[src/rtl/preg_alloc_if.sv]
// Rename/commit side of the physical-register allocator: allocation requests,
// returned pregs, and branch checkpoint/shootdown controls.
interface preg_alloc_if #(
  parameter int NUM_PREGS         = 64,
  parameter int MAX_PREDICT_DEPTH = 4
);
  localparam int P                      = $clog2(NUM_PREGS);
  localparam int MAX_PREDICT_DEPTH_BITS = $clog2(MAX_PREDICT_DEPTH);

  // Allocation is a same-cycle request/grant: alloc_req (0..2) acts as valid,
  // alloc_grant as ready; the pregs transfer on the edge where both are high.
  // Frees, checkpoints and shootdowns are valid-only and can never be refused.
  logic [1:0]                        alloc_req;
  logic                              alloc_grant;
  logic [P-1:0]                      alloc_preg1;
  logic [P-1:0]                      alloc_preg2;
  logic [P:0]                        num_free;
  logic                              free_valid1;
  logic                              free_valid2;
  logic [P-1:0]                      free_preg1;
  logic [P-1:0]                      free_preg2;
  logic                              checkpoint_valid;
  logic [MAX_PREDICT_DEPTH_BITS-1:0] checkpoint_tag;
  logic                              branch_shootdown;
  logic [MAX_PREDICT_DEPTH_BITS-1:0] shootdown_tag;

  modport master (
    output alloc_req, free_valid1, free_valid2, free_preg1, free_preg2,
           checkpoint_valid, checkpoint_tag, branch_shootdown, shootdown_tag,
    input  alloc_grant, alloc_preg1, alloc_preg2, num_free
  );

  modport slave (
    input  alloc_req, free_valid1, free_valid2, free_preg1, free_preg2,
           checkpoint_valid, checkpoint_tag, branch_shootdown, shootdown_tag,
    output alloc_grant, alloc_preg1, alloc_preg2, num_free
  );
endinterface

[src/rtl/preg_alloc_ctrl.sv]
// Free-list controller: circular queue of free preg IDs, two grants and two
// frees per cycle, with per-branch-tag checkpoints of the allocation pointer.
module preg_alloc_ctrl #(
  parameter int NUM_PREGS         = 64,
  parameter int NUM_ARCH_REGS     = 32,
  parameter int MAX_PREDICT_DEPTH = 4
) (
  input logic         clk,
  input logic         reset,
  preg_alloc_if.slave bus
);
  localparam int P          = $clog2(NUM_PREGS);
  localparam int INIT_FREE  = NUM_PREGS - NUM_ARCH_REGS;

  logic [P-1:0] q    [NUM_PREGS];
  logic [P:0]   ckpt [MAX_PREDICT_DEPTH];
  logic [P:0]   head;
  logic [P:0]   tail;

  logic [P:0]   num_free_w;
  logic [P:0]   head_alloc;
  logic         grant;
  logic [1:0]   grant_cnt;
  logic [1:0]   free_cnt;
  logic [P-1:0] head_idx;
  logic [P-1:0] head_idx2;
  logic [P-1:0] wr_idx1;
  logic [P-1:0] wr_idx2;

  always_comb begin
    num_free_w = tail - head;
    grant      = !reset && !bus.branch_shootdown && (bus.alloc_req != 2'd0) &&
                 (num_free_w >= (P+1)'(bus.alloc_req));
    grant_cnt  = grant ? bus.alloc_req : 2'd0;
    head_alloc = head + (P+1)'(grant_cnt);
    head_idx   = head[P-1:0];
    head_idx2  = head[P-1:0] + P'(1);
    free_cnt   = {1'b0, bus.free_valid1} + {1'b0, bus.free_valid2};
    wr_idx1    = tail[P-1:0];
    // A lone slot-2 free takes the tail slot itself.
    wr_idx2    = bus.free_valid1 ? (tail[P-1:0] + P'(1)) : tail[P-1:0];
  end

  assign bus.alloc_grant = grant;
  assign bus.alloc_preg1 = q[head_idx];
  assign bus.alloc_preg2 = q[head_idx2];
  assign bus.num_free    = num_free_w;

  always_ff @(posedge clk) begin
    if (reset) begin
      for (int i = 0; i < NUM_PREGS; i++) begin
        q[i] <= (i < INIT_FREE) ? P'(NUM_ARCH_REGS + i) : '0;
      end
      for (int i = 0; i < MAX_PREDICT_DEPTH; i++) begin
        ckpt[i] <= '0;
      end
      head <= '0;
      tail <= (P+1)'(INIT_FREE);
    end else begin
      if (bus.free_valid1) q[wr_idx1] <= bus.free_preg1;
      if (bus.free_valid2) q[wr_idx2] <= bus.free_preg2;
      tail <= tail + (P+1)'(free_cnt);
      // Shootdown wins over this cycle's grant and checkpoint; frees still land.
      if (bus.branch_shootdown) begin
        head <= ckpt[bus.shootdown_tag];
      end else begin
        head <= head_alloc;
        if (bus.checkpoint_valid) ckpt[bus.checkpoint_tag] <= head_alloc;
      end
    end
  end

  a_no_req3: assert property (@(posedge clk) disable iff (reset)
    bus.alloc_req != 2'd3);

  a_no_overfree: assert property (@(posedge clk) disable iff (reset)
    ({1'b0, num_free_w} + (P+2)'(free_cnt)) <= (P+2)'(NUM_PREGS));
endmodule

[src/flat_wrapper.sv]
// flat-port wrapper written by rule: the top's interface ports become plain ports
module preg_alloc_ctrl_flat 
#(
  parameter int NUM_PREGS         = 64,
  parameter int NUM_ARCH_REGS     = 32,
  parameter int MAX_PREDICT_DEPTH = 4
)
  (clk, reset, bus_alloc_req, bus_free_valid1, bus_free_valid2, bus_free_preg1, bus_free_preg2, bus_checkpoint_valid, bus_checkpoint_tag, bus_branch_shootdown, bus_shootdown_tag, bus_alloc_grant, bus_alloc_preg1, bus_alloc_preg2, bus_num_free);
  preg_alloc_if #(.NUM_PREGS(NUM_PREGS), .MAX_PREDICT_DEPTH(MAX_PREDICT_DEPTH)) bus_i ();
  input logic clk;
  input logic reset;
  input wire logic [$bits(bus_i.alloc_req)-1:0] bus_alloc_req;
  input wire logic [$bits(bus_i.free_valid1)-1:0] bus_free_valid1;
  input wire logic [$bits(bus_i.free_valid2)-1:0] bus_free_valid2;
  input wire logic [$bits(bus_i.free_preg1)-1:0] bus_free_preg1;
  input wire logic [$bits(bus_i.free_preg2)-1:0] bus_free_preg2;
  input wire logic [$bits(bus_i.checkpoint_valid)-1:0] bus_checkpoint_valid;
  input wire logic [$bits(bus_i.checkpoint_tag)-1:0] bus_checkpoint_tag;
  input wire logic [$bits(bus_i.branch_shootdown)-1:0] bus_branch_shootdown;
  input wire logic [$bits(bus_i.shootdown_tag)-1:0] bus_shootdown_tag;
  output wire logic [$bits(bus_i.alloc_grant)-1:0] bus_alloc_grant;
  output wire logic [$bits(bus_i.alloc_preg1)-1:0] bus_alloc_preg1;
  output wire logic [$bits(bus_i.alloc_preg2)-1:0] bus_alloc_preg2;
  output wire logic [$bits(bus_i.num_free)-1:0] bus_num_free;
  assign bus_i.alloc_req = bus_alloc_req;
  assign bus_i.free_valid1 = bus_free_valid1;
  assign bus_i.free_valid2 = bus_free_valid2;
  assign bus_i.free_preg1 = bus_free_preg1;
  assign bus_i.free_preg2 = bus_free_preg2;
  assign bus_i.checkpoint_valid = bus_checkpoint_valid;
  assign bus_i.checkpoint_tag = bus_checkpoint_tag;
  assign bus_i.branch_shootdown = bus_branch_shootdown;
  assign bus_i.shootdown_tag = bus_shootdown_tag;
  assign bus_alloc_grant = bus_i.alloc_grant;
  assign bus_alloc_preg1 = bus_i.alloc_preg1;
  assign bus_alloc_preg2 = bus_i.alloc_preg2;
  assign bus_num_free = bus_i.num_free;
  preg_alloc_ctrl #(.NUM_PREGS(NUM_PREGS), .NUM_ARCH_REGS(NUM_ARCH_REGS), .MAX_PREDICT_DEPTH(MAX_PREDICT_DEPTH)) u_core (.clk(clk), .reset(reset), .bus(bus_i));
endmodule
[config.mk]
export PLATFORM = sky130hd
export DESIGN_NAME = preg_alloc_ctrl_flat
export DESIGN_NICKNAME = d
export VERILOG_FILES = /design/src/rtl/preg_alloc_if.sv /design/src/rtl/preg_alloc_ctrl.sv /design/src/flat_wrapper.sv
export SDC_FILE = /design/constraint.sdc
export NUM_CORES = 1
export LEC_CHECK = 0
export ABC_AREA = 1
export BUFFER_PORTS_ARGS = -buffer_cell sky130_fd_sc_hd__buf_2
export CELL_PAD_IN_SITES_DETAIL_PLACEMENT = 0
export CELL_PAD_IN_SITES_GLOBAL_PLACEMENT = 1
export CORE_MARGIN = 10
export CORE_UTILIZATION = 45
export CTS_CLUSTER_SIZE = 40
export DETAILED_ROUTE_END_ITERATION = 10
export GPL_ROUTABILITY_DRIVEN = 0
export PLACE_DENSITY_LB_ADDON = 0.1
export SLEW_MARGIN = 5
export SYNTH_ARGS = -nofsm -noshare
export SYNTH_HDL_FRONTEND = slang
export SYNTH_SLANG_ARGS = --single-unit
[constraint.sdc]
create_clock -name clk -period 4 [get_ports clk]
set_input_delay 0.2 -clock clk [delete_from_list [all_inputs] [get_ports clk]]
set_output_delay 0.2 -clock clk [all_outputs]
set_load 0.1 [all_outputs]
==> results.txt <==
cell area after layout: 33300 sq um
RR Startpoint: u_core.tail[0]$_SDFF_PP0_
synthesis-to-layout area growth: 11.0%
initial core utilization: 45.5%
hold crit path type: primary input to flop
total power: 13.0 mW
Via Count: 30200
Ports: 44
drt drc: 0
vias in the first global route: 26900
placed cell area: 31600 sq um
Tightest Pin Transition: 1.36 ns
clock root cell: clkbuf_16
CTS tree: built
critical path launch point: u_core.head[0]$_SDFF_PP0_
Synth area leader: edfxtp_1
cell family with most CP delay: buffers and inverters
Antenna Violating Nets Remaining: 0
post-synth top area share: 41.2%
Nets: 4316
commonest cells after routing, fill and taps aside: 1356 x nand2_1, 587 x nand3_1, 437 x nor2_1, 432 x inv_1, 412 x edfxtp_1
most common cell after layout, fill and taps aside: nand2_1
CP Launch Type: flop
die span in x: 278 um
Hold Startpoint: bus_shootdown_tag[1]
first-pass GRT wire length: 178000 um
total track usage: 30.5%
largest net degree at the start of global routing: 163
share of cells above drive strength 1: 7.67%
Pins Over Slew Limit: 0
fin crit share: 98.3%
initial detailed-routing violation count: 4235
Setup Viol. Count Final: 0
Post-DP HPWL: 79800 um
Fillers: 6577
crit path buf inv count: 5
Warnings, synthesis: 0
Unique masters post-synth: 36
Rows: 94
Max-Cap Viols: 0
VDD IR max: 0.000293 V
TNS Setup: 0 ns
initial antenna violation count: 4
minimum clock period: 3.93 ns
final hold viol count: 0
Placeable Area: 66000 sq um
Crit Path Max Fanout: 158
WS Path Type: flop to primary output
drt first pass iters: 6
Gate Count Post-Synth: 4361
pre-CTS setup slack: 0.515 ns
top post-synthesis cells by area: edfxtp_1 41%, nand2_1 17%, nand3_1 9.8%
hold_buf cts: 0
clk slew on worst S/H paths: 0.06 ns
Detailed Route WL: 122000 um
Mapped Avg Cell Area: 6.88 sq um
setup slack after layout: 0.0700 ns
Post-synth ARST share: 0%
Seq/Total Area, Yosys: 42.1%
Slew Limit Headroom: 9.26%
Worst Setup End Kind: primary output
CTS Sinks: 426
unrepaired setup endpoints after global routing: no
Most Frequent Cell on Critical Path: nand3_1
PortBufs: 43
arrival time worst endpoint: 3.73 ns
DIE AREA: 77400 sq um
synthesized area: 30000 sq um
most used flip-flop cell after synthesis: edfxtp_1
WL/cell: 23.5 um
status: complete, no violations
Power Density: 390 nW/um^2
fmax: 0.254 GHz
Setup Skew: 0.0216 ns
die span in y: 278 um
Post-synth EDFFs: 412
Req. time, crit path: 3.80 ns
clock buffer depth: 3
CP Cell Sequence: buf_12 -> inv_6 -> buf_12 -> buf_4 -> nand2_1 -> nand3_1 -> nand3_1 -> nand3_1 -> nand3_1 -> nand3_1 -> nand2_1 -> buf_12
Lkg Pwr: 13.8 nW
CTS HTree Levels: 2
number of synthesized register bits: 426
gr ovfl total: 0
diode count: 0
hold slack: 0.0288 ns
CTS buffer count: 50
clk_lat worst skew: 0.62 ns
Slowest-stage cell, CP: buf_12
vias per std cell: 5.83
Worst path max stage delay: 0.41 ns
syn_nets: 4402
routing by layer:
layer  GRT usage, %  vias up  share of wire (%)
met1           42.1    14000                 42
met4           12.0        4                4.3
met2           46.0     1622                 43
li1               -    14200                  -
met3           6.46      296                 11
met5              0        -              0.028
path summary, 6_finish.rpt:
| path | end | depth (start not counted) | slack, ns |
|---|---|---|---|
| setup / recovery | bus_alloc_preg2[4] | 12 | 0.07 |
| hold / removal | u_core.head[5]$_SDFF_PP0_ | 4 | 0.03 |
| setup reg to reg | u_core.ckpt[1][6]$_SDFFCE_PN0P_ | 18 | 0.50 |
| hold reg to reg | u_core.tail[6]$_SDFF_PP0_ | 1 | 0.48 |
cells in the mapped netlist (8+ instances only):
cell and count:
nand2_1 1356, nand3_1 587, nor2_1 446, inv_1 439
edfxtp_1 412, o21ai_0 403, clkbuf_1 205, nand4_1 156
buf_2 76, o211ai_1 63, a21oi_1 54, buf_1 41
dfxtp_1 14, ha_1 14, xor2_1 13, o21ai_1 9
inv_2 8
state kept, by name, summed over array words and instances (netlist names):
register and flops:
u_core.ckpt 28, u_core.tail 7, u_core.q 384, u_core.head 7
worst min-delay path, cell delays in order:
cell and delay, ns:
buf_2 0.16, nand3_1 0.10, nand3_1 0.07, o21ai_0 0.08
logic make-up after synthesis:
logic type	share of synthesized area (%)
buffers and inverters	10.5
AOI/OAI and AO/OA	9.52
DFF	42.1
and+or+nand+nor	36.5
adders and majority gates	0.784
xor gates and xnor gates	0.575
what timing repair did:
item,4_1_cts,5_1_grt
gates resized for setup,0,2
setup buffers,0,0
endpoints found under the setup margin,0,1
cell type report:
cell class                      count  area (sq um)  area share, %
Clock buffer                       63          1360           4.09
Clock inverter                     28           352           1.05
Inverter                          454          1720           5.15
Multi-Input combinational cell   3145         14400           43.1
Sequential cell                   426         12700           38.0
Tap cell                          864          1080           3.24
Timing Repair Buffer              198          1780           5.35
power breakdown:
part | total (mW) | internal, mW | switching (mW) | leakage (nW)
Combinational | 3.00 | 0.746 | 2.25 | 8.97
Clock | 4.92 | 2.93 | 2.00 | 0.828
Sequential | 5.09 | 5.03 | 0.0606 | 3.97
stage by stage:
stage / cells / util [%]
floorplan: 4361 / -
global placement: 5087 / 47.9
detailed placement: 5087 / 47.9
CTS: 5178 / 50.5
global route: 5178 / 50.5
finish: 5178 / 50.5
No activity file was read; power rests on OpenSTA's default activity.
